===== src/rtl/tawas_sched_pkg.sv =====
// Shared encodings and sizing for the Tawas slice scheduler.
package tawas_sched_pkg;

    localparam int NUM_THREADS = 4;
    localparam int TID_W       = 2;
    localparam int CNT_W       = 8;

    typedef enum logic [1:0] {
        ST_HALT = 2'b00,
        ST_RUN  = 2'b01,
        ST_WAIT = 2'b10
    } state_t;

    // Index of the lowest set bit; 0 when the mask is empty.
    function automatic logic [TID_W-1:0] lowest_idx(input logic [NUM_THREADS-1:0] m);
        logic [TID_W-1:0] r;
        r = '0;
        for (int i = NUM_THREADS - 1; i >= 0; i--) begin
            if (m[i]) r = TID_W'(i);
        end
        return r;
    endfunction

endpackage


===== src/rtl/tawas_sched_thread.sv =====
// One hardware thread: HALT/RUN/WAIT state, WAIT timeout counter, sticky error.
//
// state   | meaning
// --------+-------------------------------------------------------
// ST_HALT | not scheduled; leaves on start strobe or irq
// ST_RUN  | issues in its slice
// ST_WAIT | bus access outstanding; counts its own slices until
//         | wait_done or timeout
module tawas_sched_thread
    import tawas_sched_pkg::*;
#(
    parameter logic             RESET_RUN    = 1'b0,
    parameter logic [CNT_W-1:0] WAIT_TIMEOUT = 8'd255
) (
    input  logic   clk,
    input  logic   rst,
    input  logic   slice_hit_i,
    input  logic   wait_req_i,
    input  logic   wait_done_i,
    input  logic   halt_req_i,
    input  logic   start_i,
    input  logic   irq_i,
    output state_t state_o,
    output logic   timeout_err_o,
    output logic   wake_o,
    output logic   wake_irq_o
);

    localparam state_t RESET_STATE = RESET_RUN ? ST_RUN : ST_HALT;

    state_t           state_q, state_d;
    logic [CNT_W-1:0] cnt_q, cnt_d;
    logic             err_q, err_d;

    // Next-state: halt wins over everything; the counter is zero outside WAIT.
    always_comb begin
        state_d    = state_q;
        cnt_d      = cnt_q;
        err_d      = err_q;
        wake_o     = 1'b0;
        wake_irq_o = 1'b0;
        if (halt_req_i) begin
            state_d = ST_HALT;
            cnt_d   = '0;
        end else begin
            case (state_q)
                ST_HALT: begin
                    if (start_i || irq_i) begin
                        state_d    = ST_RUN;
                        wake_o     = 1'b1;
                        wake_irq_o = irq_i;
                        if (start_i) err_d = 1'b0;
                    end
                end
                ST_RUN: begin
                    if (wait_req_i) begin
                        state_d = ST_WAIT;
                        cnt_d   = '0;
                    end
                end
                ST_WAIT: begin
                    if (wait_done_i && wait_req_i) begin
                        cnt_d = '0;
                    end else if (wait_done_i) begin
                        state_d = ST_RUN;
                        cnt_d   = '0;
                    end else if (cnt_q == WAIT_TIMEOUT) begin
                        state_d = ST_HALT;
                        cnt_d   = '0;
                        err_d   = 1'b1;
                    end else if (slice_hit_i) begin
                        cnt_d = cnt_q + CNT_W'(1);
                    end
                end
                default: begin
                    state_d = ST_HALT;
                    cnt_d   = '0;
                end
            endcase
        end
    end

    // State, counter and error flag registers.
    always_ff @(posedge clk or posedge rst) begin
        if (rst) begin
            state_q <= RESET_STATE;
            cnt_q   <= '0;
            err_q   <= 1'b0;
        end else begin
            state_q <= state_d;
            cnt_q   <= cnt_d;
            err_q   <= err_d;
        end
    end

    assign state_o       = state_q;
    assign timeout_err_o = err_q;

endmodule


===== src/rtl/tawas_slice_sched.sv =====
// Four-thread barrel scheduler: slice rotation, per-thread FSMs, wake reporting.
module tawas_slice_sched
    import tawas_sched_pkg::*;
#(
    parameter logic [NUM_THREADS-1:0] RESET_RUN_MASK = 4'b0001,
    parameter logic [CNT_W-1:0]       WAIT_TIMEOUT   = 8'd255
) (
    input  logic                     clk,
    input  logic                     rst,
    output logic [TID_W-1:0]         slice,
    output logic                     thread_vld,
    input  logic                     wait_req,
    input  logic [TID_W-1:0]         wait_thread,
    input  logic [NUM_THREADS-1:0]   wait_done,
    input  logic                     halt_req,
    input  logic [TID_W-1:0]         halt_thread,
    input  logic                     start_req,
    input  logic [NUM_THREADS-1:0]   start_mask,
    input  logic [NUM_THREADS-1:0]   irq,
    output logic [2*NUM_THREADS-1:0] thread_state,
    output logic                     idle,
    output logic                     wake_vld,
    output logic [TID_W-1:0]         wake_thread,
    output logic                     wake_irq,
    output logic [NUM_THREADS-1:0]   timeout_err
);

    logic [TID_W-1:0]       slice_q;
    state_t                 st [NUM_THREADS];
    logic [NUM_THREADS-1:0] wake_now, wake_irq_now;

    // Wake reports not yet emitted, with their irq cause.
    logic [NUM_THREADS-1:0] pend_q, pend_d, pend_irq_q, pend_irq_d;
    logic                   wake_vld_q, wake_vld_d, wake_irq_q, wake_irq_d;
    logic [TID_W-1:0]       wake_thread_q, wake_thread_d;

    for (genvar t = 0; t < NUM_THREADS; t++) begin : g_thr
        tawas_sched_thread #(
            .RESET_RUN    (RESET_RUN_MASK[t]),
            .WAIT_TIMEOUT (WAIT_TIMEOUT)
        ) u_thr (
            .clk           (clk),
            .rst           (rst),
            .slice_hit_i   (slice_q == TID_W'(t)),
            .wait_req_i    (wait_req && (wait_thread == TID_W'(t))),
            .wait_done_i   (wait_done[t]),
            .halt_req_i    (halt_req && (halt_thread == TID_W'(t))),
            .start_i       (start_req && start_mask[t]),
            .irq_i         (irq[t]),
            .state_o       (st[t]),
            .timeout_err_o (timeout_err[t]),
            .wake_o        (wake_now[t]),
            .wake_irq_o    (wake_irq_now[t])
        );
        assign thread_state[2*t +: 2] = st[t];
    end

    // Merge fresh wakes with pending ones and emit the lowest index first.
    always_comb begin
        logic [NUM_THREADS-1:0] cand;
        logic [TID_W-1:0]       pick;
        cand          = pend_q | wake_now;
        pend_irq_d    = (wake_now & wake_irq_now) | (~wake_now & pend_irq_q);
        pick          = lowest_idx(cand);
        pend_d        = cand;
        wake_vld_d    = |cand;
        wake_thread_d = '0;
        wake_irq_d    = 1'b0;
        if (|cand) begin
            pend_d[pick]  = 1'b0;
            wake_thread_d = pick;
            wake_irq_d    = pend_irq_d[pick];
        end
    end

    // Slice rotation and wake report registers.
    always_ff @(posedge clk or posedge rst) begin
        if (rst) begin
            slice_q       <= '0;
            pend_q        <= '0;
            pend_irq_q    <= '0;
            wake_vld_q    <= 1'b0;
            wake_thread_q <= '0;
            wake_irq_q    <= 1'b0;
        end else begin
            slice_q       <= slice_q + TID_W'(1);
            pend_q        <= pend_d;
            pend_irq_q    <= pend_irq_d;
            wake_vld_q    <= wake_vld_d;
            wake_thread_q <= wake_thread_d;
            wake_irq_q    <= wake_irq_d;
        end
    end

    // All threads halted.
    always_comb begin
        idle = 1'b1;
        for (int i = 0; i < NUM_THREADS; i++) begin
            if (st[i] != ST_HALT) idle = 1'b0;
        end
    end

    assign slice       = slice_q;
    assign thread_vld  = (st[slice_q] == ST_RUN);
    assign wake_vld    = wake_vld_q;
    assign wake_thread = wake_thread_q;
    assign wake_irq    = wake_irq_q;

endmodule


===== config.mk =====
export PLATFORM = sky130hd
export DESIGN_NAME = tawas_slice_sched
export DESIGN_NICKNAME = d
export VERILOG_FILES = /design/src/rtl/tawas_sched_pkg.sv /design/src/rtl/tawas_sched_thread.sv /design/src/rtl/tawas_slice_sched.sv
export SDC_FILE = /design/constraint.sdc
export NUM_CORES = 1
export LEC_CHECK = 0
export BUFFER_PORTS_ARGS = -buffer_cell sky130_fd_sc_hd__buf_2
export CAP_MARGIN = 15
export CELL_PAD_IN_SITES_DETAIL_PLACEMENT = 1
export CELL_PAD_IN_SITES_GLOBAL_PLACEMENT = 1
export CORE_MARGIN = 5
export CORE_UTILIZATION = 44
export CTS_CLUSTER_SIZE = 8
export DETAILED_ROUTE_END_ITERATION = 7
export HOLD_SLACK_MARGIN = 0.05
export PLACE_DENSITY = 0.86
export SYNTH_ARGS = -nofsm -noshare
export SYNTH_HDL_FRONTEND = slang
export SYNTH_SLANG_ARGS = --single-unit

===== constraint.sdc =====
create_clock -name clk -period 3.09 [get_ports clk]
set_clock_uncertainty 0.2 [all_clocks]
set_input_delay 0 -clock clk [delete_from_list [all_inputs] [get_ports clk]]
set_output_delay 0 -clock clk [all_outputs]
set_load 0.005 [all_outputs]

==> results of run 1 <==
worst paths after layout:
kind,from,to,slack (ps),cells after the start
setup / recovery,wait_thread[1],g_thr[0].u_thr.state_o[1],150,9
hold / removal,start_req,g_thr[3].u_thr.state_o[1],90,4
setup reg to reg,g_thr[0].u_thr.state_o[1],g_thr[0].u_thr.timeout_err_o,470,6
hold reg to reg,g_thr[0].u_thr.cnt_q[6],g_thr[0].u_thr.cnt_q[6],300,1
max in group asynchronous,rst,pend_q[0],1980,4
min in group asynchronous,rst,g_thr[1].u_thr.cnt_q[3],220,4
worst max-delay path: stages:
cell	delay, ps
dlygate4sd3_1	540
buf_2	160
nor3b_1	580
dlygate4sd3_1	660
nand2_1	80
nor3_1	190
o21ai_0	140
o21ai_0	100
dlygate4sd3_1	560
cells in the final DEF (no fill, tap or decap), drive strengths merged, types with 3 or more instances in the layout:
cell,n
dfrtp,57
buf,43
nand2,39
dlygate4sd3,35
o21ai,27
nor2,24
nand3,22
a21oi,18
nor3,14
inv,12
o31ai,12
clkbuf,11
a211oi,8
a31oi,8
or4,8
ha,8
a21o,8
and3,7
nand2b,6
or3,6
nand4,6
nor3b,5
nor2b,4
nand3b,4
o41ai,4
xnor2,4
o21a,3
a21boi,3
a32o,3
and3b,3
and2,3
cells by family (layout without fill, tap and decap cells):
kind of cell               Yosys count  after routing  synth area share
adders and majority gates            8              8           0.02999
buffers and inverters               28            106           0.04011
AOI/OAI and AO/OA                  105            105            0.2144
other                                1              2          0.001123
muxes                                2              2          0.005997
DFF                                 58             58            0.4352
xor gates and xnor gates             6              6           0.01574
and+or+nand+nor                    160            160            0.2575
timing repair:
action / CTS / global route
hold buffers: 35 / 0
gates resized for setup: 0 / 0
setup endpoints to repair: 0 / 0
hold endpoints to repair: 86 / 0
sequential cells by signal, indices dropped and copies added (netlist names):
signal and flops:
pend_q 4, slice 2, wake_vld 1, g_thr.u_thr.state_o 8
wake_thread 2, wake_irq 1, pend_irq_q 4, g_thr.u_thr.cnt_q 32
g_thr.u_thr.timeout_err_o 4
layout make-up:
class | count | area [µm²] | area share
Antenna cell | 1 | 2.502 | 0.0006051
Sequential cell | 58 | 1453 | 0.3513
Timing Repair Buffer | 78 | 573.1 | 0.1386
Multi-Input combinational cell | 282 | 1752 | 0.4236
Tap cell | 99 | 123.9 | 0.02995
Inverter | 12 | 45.04 | 0.01089
Clock inverter | 5 | 55.05 | 0.01331
Clock buffer | 11 | 131.4 | 0.03177
per-stage QoR:
stage                     setup WS [ps]  instances  power, mW
final                             154.5        546      2.149
after global routing              132.8        546      2.267
after CTS                         498.0        545      2.139
after detailed placement          584.8        494      1.381
after global placement            729.4        494      1.360
after floorplan                   941.1        368      1.222
report_power, final:
group,leakage (nW),switching [mW],internal [mW]
Clock,0.0893,0.313,0.370
Sequential,0.766,0.0775,0.843
Combinational,0.946,0.310,0.236
per-layer routing:
| layer | vias to the layer above | wire, µm |
|---|---|---|
| li1 | 1506 | - |
| met1 | 1561 | 4285 |
| met2 | 70 | 5328 |
| met3 | 12 | 396 |
| met4 | 0 | 144 |
| met5 | - | 0 |
==> out/results.txt, run 1 <==
Ports -> 41
met1 Use GR -> 0.2581
register clock-pin slew on the reported worst setup and hold paths -> 70 ps
Longest Clk Path Bufs -> 2
Avg Inst Size Synth -> 9.071 µm²
crit end category -> register
dpl hpwl -> 6.505 mm
Starting Density -> 0.4554
Critical Path AT -> 3010 ps
filler instances -> 843
M3 GR Usage -> 0.04738
area of the mapped netlist -> 3338 µm²
most frequent cells after synthesis -> dfrtp_1 (57), nand2_1 (39), nor2_1 (24), o21ai_0 (24), nand3_1 (22)
largest cells by area after synthesis -> dfrtp_1 (43%), nand2_1 (4.4%), o21ai_0 (3.6%)
Worst Hold Class -> primary input to register
Setup CP Type -> primary input to register
die area -> 9428 µm²
total number of vias -> 3149
Total GRT Usage -> 0.2195
synthesis-stage register bit count -> 58
final WL -> 10.15 mm
initial drt markers -> 164
Final Core Density -> 0.5641
max-slew violations -> 0
placed inst area -> 3596 µm²
headroom to the max-slew limit -> 0.2860
die width -> 97.10 µm
CP Max Fanout -> 7
Final Net Count -> 470
Worst VDD drop -> 0.0002961 V
number of routed nets with antenna violations -> 0
Area growth, synth to finish -> 23.88%
Slew @ Worst Pin -> 1065 ps
fmax -> 340.7 MHz
FP Rows -> 31
vias in the first global route -> 3384
Yosys top cell area share -> 0.4273
unrepaired setup endpoints after global routing -> false
Syn Nets -> 397
ys async rst share -> 1.000
CTS root buffer -> clkbuf_8
most frequent cell after synthesis -> dfrtp_1
pwr dens -> 519.6 nW/µm²
largest area contributor in the netlist -> dfrtp_1
layout cells sized above 1 -> 0.1637
EDFF count, synth -> 0
yosys warns -> 0
P_leak -> 1.801 nW
final hold viol count -> 0
Syn Inst Count -> 368
post-CTS setup buffer count -> 0
Die Y -> 97.10 µm
startpoint type of the worst setup path -> primary input
Critical Path RT -> 3160 ps
grt peak-use layer -> met2
Seq/Total Area, Yosys -> 0.4352
I/O Buffers -> 40
hold slack -> 90.68 ps
Clock Latency Late Sink -> 340 ps
prevailing post-synth register cell -> dfrtp_1
Final setup viols -> 0
Max-cap violations -> 0
crit path time final -> 2935 ps
antenna violations before repair -> 1
via/cell ratio -> 5.767
DR pass1 iterations -> 4
Cell variety after synth -> 58
first-pass GRT wire length -> 16.85 mm
CTS tree -> built
clock sink total -> 58
DRC -> 0
GRT Residual Overflow -> 0
routability cong. -> 0.8579
pin count of the biggest net entering global routing -> 59
post-route cell area -> 4135 µm²
status -> completed
Final TNS setup -> 0 ps
CTS Buf Count -> 9
GR Util met2 -> 0.3970
core footprint -> 7331 µm²
H-tree levels -> 3
DR WL/cell -> 18.60 µm
Tcrit/Tclk final -> 0.9500
No activity file was read; power rests on OpenSTA's default activity.
==> run 2: changes to the inputs <==
--- a/config.mk
+++ b/config.mk
@@ -5,7 +5,7 @@
 export SDC_FILE = /design/constraint.sdc
 export NUM_CORES = 1
 export LEC_CHECK = 0
-export BUFFER_PORTS_ARGS = -buffer_cell sky130_fd_sc_hd__buf_2
+export BUFFER_PORTS_ARGS = -buffer_cell sky130_fd_sc_hd__buf_4
 export CAP_MARGIN = 15
 export CELL_PAD_IN_SITES_DETAIL_PLACEMENT = 1
 export CELL_PAD_IN_SITES_GLOBAL_PLACEMENT = 1
==> out/results.txt, run 2 (same netlist as run 1, synthesis figures left out) <==
status -> completed
startpoint type of the worst setup path -> primary input
first-pass GRT wire length -> 17.68 mm (+5.0%)
cts hold-fix bufs -> 38 (+8.6%)
total number of vias -> 3253 (+3.3%)
Worst Reg-to-Reg Cells -> 5 (-1)
Total GRT Usage -> 0.2310 (+0.01152)
pwr dens -> 521.6 nW/µm² (+0.38%)
dpl ws -> 614.1 ps (+29.24 ps)
reg-to-reg slack, setup -> 410 ps (-60 ps)
most common cell after layout, fill and taps aside -> dfrtp_1
final WL -> 10.52 mm (+3.6%)
dpl cells -> 494 (unchanged)
PostCTS Resize Cnt -> 0 (unchanged)
Die Y -> 97.10 µm (unchanged)
P_leak -> 1.857 nW (+3.1%)
crit path time final -> 2787 ps (-148.6 ps)
Power, Total -> 2.226 mW (+3.6%)
Final Net Count -> 473 (+0.64%)
Ant. Diodes -> 0 (-1)
Critical Path AT -> 2880 ps (-130 ps)
I/O Buffers -> 40 (unchanged)
clock sink total -> 58 (unchanged)
headroom to the max-slew limit -> 0.3173 (+0.03129)
fmax -> 358.8 MHz (+5.3%)
via/cell ratio -> 5.958 (+3.3%)
Tcrit/Tclk final -> 0.9019 (-0.04809)
Non-Filler Instances -> 546 (unchanged)
CTS tree -> built
Starting Density -> 0.4554 (unchanged)
Final TNS setup -> 0 ps (unchanged)
routability cong. -> 0.8101 (-5.6%)
DR pass1 iterations -> 4 (unchanged)
pin count of the biggest net entering global routing -> 37 (-37%)
dpl hpwl -> 6.555 mm (+0.78%)
GRT Residual Overflow -> 0 (unchanged)
initial drt markers -> 143 (-13%)
most frequent cells in the layout -> dfrtp_1 (57), buf_4 (43), nand2_1 (39)
register clock-pin slew on the reported worst setup and hold paths -> 70 ps (about the same)
DRC -> 0 (unchanged)
max-slew violations -> 0 (unchanged)
Slew @ Worst Pin -> 1018 ps (-46.65 ps)
die area -> 9428 µm² (unchanged)
Worst VDD drop -> 0.0002559 V (-14%)
Worst R2R Start -> g_thr[3].u_thr.state_o[1]
Worst R2R End -> g_thr[3].u_thr.cnt_q[6]
max reg flops -> 32 (unchanged)
core footprint -> 7331 µm² (unchanged)
unrepaired setup endpoints after global routing -> false
CP Max Fanout -> 7 (unchanged)
die width -> 97.10 µm (unchanged)
DR WL/cell -> 19.27 µm (+3.6%)
Critical Path RT -> 3180 ps (+20 ps)
Final setup viols -> 0 (unchanged)
most flop-heavy register -> g_thr.u_thr.cnt_q
H-tree levels -> 3 (unchanged)
number of routed nets with antenna violations -> 0 (unchanged)
Clock Latency Late Sink -> 350 ps (about the same)
Setup CP Type -> primary input to register
CTS Buf Count -> 9 (unchanged)
post-CTS setup buffer count -> 0 (unchanged)
vias in the first global route -> 3549 (+4.9%)
layout cells sized above 1 -> 0.1633 (-0.0003662)
Max-cap violations -> 0 (unchanged)
FP Rows -> 31 (unchanged)
Area growth, synth to finish -> 27.85%
antenna violations before repair -> 0 (-1)
final hold viol count -> 0 (unchanged)
final setup margin -> 303.1 ps (+148.6 ps)
Ports -> 41 (unchanged)
Longest Clk Path Bufs -> 2 (unchanged)
crit end category -> register
Worst Hold Class -> primary input to asynchronous set/reset pin
CTS root buffer -> clkbuf_8
## run 2: changes by cell type in the layout (fill, tap and decap cells not counted), sizes merged
cell	change
dlygate4sd3	+3
clkinvlp	-2
diode	-1
## run 2: power breakdown
group | total [mW] | leakage, nW | internal (mW) | switching, mW
clock network | 0.724 | 0.101 | 0.405 | 0.319
logic | 0.574 | 0.990 | 0.261 | 0.313
registers | 0.927 | 0.766 | 0.843 | 0.0843
total | 2.23 | 1.86 | 1.51 | 0.717
## run 2: worst max-delay path by stage
stage | slack, ps | depth (start not counted) | to | start
final | 300 | 9 | g_thr[0].u_thr.state_o[1] | wait_thread[1]
after floorplan | 940 | 6 | g_thr[3].u_thr.cnt_q[3] | g_thr[3].u_thr.state_o[0]
after detailed placement | 610 | 5 | g_thr[3].u_thr.cnt_q[7] | g_thr[3].u_thr.state_o[1]
after CTS | 450 | 5 | g_thr[3].u_thr.cnt_q[6] | g_thr[3].u_thr.state_o[1]
after global placement | 740 | 5 | g_thr[3].u_thr.cnt_q[7] | g_thr[3].u_thr.state_o[1]
after global routing | 180 | 5 | g_thr[3].u_thr.cnt_q[6] | g_thr[3].u_thr.state_o[1]
## run 2: through the flow
step,area [µm²],utilization,hold slack [ps]
2_1_floorplan,3338,-,-102.5
3_3_place_gp,3696,0.5042,-132.5
3_5_place_dp,3696,0.5042,-133.2
4_1_cts,4268,0.5822,53.38
5_1_grt,4268,0.5822,104.7
6_report,4268,0.5822,42.05
## run 2: cell type report
cell class | instances | area [µm²]
Tap cell | 99 | 123.9
Multi-Input combinational cell | 282 | 1752
Clock buffer | 11 | 151.4
Inverter | 12 | 45.04
Clock inverter | 3 | 40.04
Fill cell | 842 | 3063
Timing Repair Buffer | 81 | 703.2
Sequential cell | 58 | 1453
## run 2: per-layer routing
layer,routed length (µm),up-vias,track usage
met5,0,-,0
met4,202,0,0.09395
met2,5502,75,0.4071
li1,-,1511,-
met3,409,18,0.04594
met1,4410,1649,0.2740
## run 2: worst max-delay path, cell delays in order
cell	delay, ps
dlygate4sd3_1	540
buf_4	160
nor3b_1	390
dlygate4sd3_1	630
nand2_1	80
nor3_1	210
o21ai_0	170
o21ai_0	120
dlygate4sd3_1	560
==> run 3: changes to the inputs <==
--- a/config.mk
+++ b/config.mk
@@ -10,11 +10,11 @@
 export CELL_PAD_IN_SITES_DETAIL_PLACEMENT = 1
 export CELL_PAD_IN_SITES_GLOBAL_PLACEMENT = 1
 export CORE_MARGIN = 5
-export CORE_UTILIZATION = 44
+export CORE_UTILIZATION = 41
 export CTS_CLUSTER_SIZE = 8
 export DETAILED_ROUTE_END_ITERATION = 7
 export HOLD_SLACK_MARGIN = 0.05
-export PLACE_DENSITY = 0.86
+export PLACE_DENSITY = 0.81
 export SYNTH_ARGS = -nofsm -noshare
 export SYNTH_HDL_FRONTEND = slang
 export SYNTH_SLANG_ARGS = --single-unit
==> out/results.txt, run 3 (same netlist as run 1, synthesis figures left out) <==
most frequent CP cell -> dlygate4sd3_1
FP Rows -> 33 (+6.5%)
pin count of the biggest net entering global routing -> 45 (+22%)
Ports -> 41 (unchanged)
routability cong. -> 0.8235 (+1.7%)
crit end category -> register
clock sink total -> 58 (unchanged)
DR WL/cell -> 18.80 µm (-2.4%)
total number of vias -> 3259 (+0.18%)
register clock-pin slew on the reported worst setup and hold paths -> 70 ps (about the same)
Worst path max stage delay -> 620 ps (about the same)
CTS Buf Count -> 9 (unchanged)
Final TNS setup -> 0 ps (unchanged)
final WL -> 10.47 mm (-0.48%)
Critical Path AT -> 2820 ps (-60 ps)
most flop-heavy register -> g_thr.u_thr.cnt_q
fmax -> 365.2 MHz (+1.8%)
DRC -> 0 (unchanged)
headroom to the max-slew limit -> 0.3598 (+0.04249)
CP Max Fanout -> 6 (-1)
CTS tree -> built
Area growth, synth to finish -> 29.76%
Worst VDD drop -> 0.0002699 V (+5.5%)
Die Y -> 100.2 µm (+3.2%)
antenna violations before repair -> 0 (unchanged)
number of routed nets with antenna violations -> 0 (unchanged)
Longest Clk Path Bufs -> 2 (unchanged)
Slowest cell on crit path -> dlygate4sd3_1
unrepaired setup endpoints after global routing -> false
max-slew violations -> 0 (unchanged)
GRT Residual Overflow -> 0 (unchanged)
hold slack -> 82.61 ps (+40.56 ps)
core footprint -> 8093 µm² (+10%)
Final Net Count -> 477 (+0.85%)
Final setup viols -> 0 (unchanged)
DR pass1 iterations -> 4 (unchanged)
PostCTS Resize Cnt -> 0 (unchanged)
P_leak -> 1.870 nW (+0.72%)
die area -> 10050 µm² (+6.6%)
H-tree levels -> 3 (unchanged)
most frequent cells in the layout -> dfrtp_1 (57), buf_4 (43), dlygate4sd3_1 (42)
dpl hpwl -> 6.655 mm (+1.5%)
Setup CP Type -> primary input to register
Total GRT Usage -> 0.2201 (-0.01087)
pwr dens -> 529.9 nW/µm² (+1.6%)
initial drt markers -> 133 (-7.0%)
Tcrit/Tclk final -> 0.8862 (-0.01569)
Worst Hold Class -> primary input to register
startpoint type of the worst setup path -> primary input
I/O Buffers -> 40 (unchanged)
final hold viol count -> 0 (unchanged)
max reg flops -> 32 (unchanged)
Critical Path RT -> 3170 ps (about the same)
vias in the first global route -> 3519 (-0.85%)
Clock Latency Late Sink -> 350 ps (about the same)
die width -> 100.2 µm (+3.2%)
Ant. Diodes -> 0 (unchanged)
first-pass GRT wire length -> 17.35 mm (-1.9%)
Starting Density -> 0.4125 (-0.04288)
Critical Path, Cell by Cell -> dlygate4sd3_1 > buf_4 > nor3b_1 > dlygate4sd3_1 > nand2_1 > nor3_1 > o21ai_0 > o21ai_0 > dlygate4sd3_1
CTS root buffer -> clkbuf_8
Slew @ Worst Pin -> 954.6 ps (-63.35 ps)
most common cell after layout, fill and taps aside -> dfrtp_1
via/cell ratio -> 5.851 (-1.8%)
crit path time final -> 2738 ps (-48.49 ps)
status -> completed
layout cells sized above 1 -> 0.1615 (-0.001807)
Max-cap violations -> 0 (unchanged)
reg-to-reg slack, setup -> 480 ps (+70 ps)
## run 3: cell count changes in the layout (fill, tap and decap cells not counted)
cell           delta
bufinv_16         +1
clkbuf_1          +1
clkbuf_8          -2
clkinv_2          -1
clkinvlp_4        +2
dlygate4sd3_1     +4
## run 3: layout make-up
class	instances	area (µm²)
timing repair buffer	85	743.2
multi-input combinational	282	1752
inverter	12	45.04
tap	105	131.4
fill	972	3761
clock inverter	5	80.08
clock buffer	10	127.6
sequential	58	1453
## run 3: path summary, 6_finish.rpt
kind,startpoint,to,depth (start not counted)
setup / recovery,wait_thread[0],g_thr[0].u_thr.state_o[1],9
hold / removal,start_req,wake_thread[0],5
setup reg to reg,g_thr[3].u_thr.state_o[1],g_thr[3].u_thr.cnt_q[2],5
hold reg to reg,g_thr[2].u_thr.cnt_q[6],g_thr[2].u_thr.cnt_q[6],1
max in group asynchronous,rst,g_thr[1].u_thr.state_o[0],5
min in group asynchronous,rst,g_thr[1].u_thr.cnt_q[1],4
## run 3: report_power, final
part,total (mW),internal [mW],switching (mW)
Combinational,0.600,0.283,0.316
Clock,0.773,0.448,0.325
Sequential,0.923,0.843,0.0802
Total,2.30,1.57,0.721
## run 3: per-layer routing
layer,vias to the layer above,GRT usage,routed length (µm)
li1,1518,-,-
met1,1637,0.2486,4315
met2,72,0.3899,5457
met3,32,0.05073,392
met4,0,0.1047,308
met5,-,0,0
## run 3: timing repair
action / CTS / global route
endpoints found under the setup margin: 0 / 0
hold endpoints to repair: 87 / 0
hold buffers: 42 / 0
buffers inserted: 0 / 0
## run 3: per-stage QoR
stage / utilization / area (µm²) / total power [mW] / std cells / setup WS, ps
after global routing: 0.5353 / 4332 / 2.414 / 557 / 180.7
after detailed placement: 0.4576 / 3704 / 1.417 / 500 / 516.2
after CTS: 0.5353 / 4332 / 2.284 / 557 / 492.6
after global placement: 0.4576 / 3704 / 1.395 / 500 / 728.8
final: 0.5353 / 4332 / 2.295 / 557 / 351.6
after floorplan: - / 3338 / 1.222 / 368 / 941.1
## run 3: worst max-delay path, delay by kind of cell
kind            cells  cell delay [ps]
buf+inv             4             1890
simple gates        3              680
compound gates      2              250
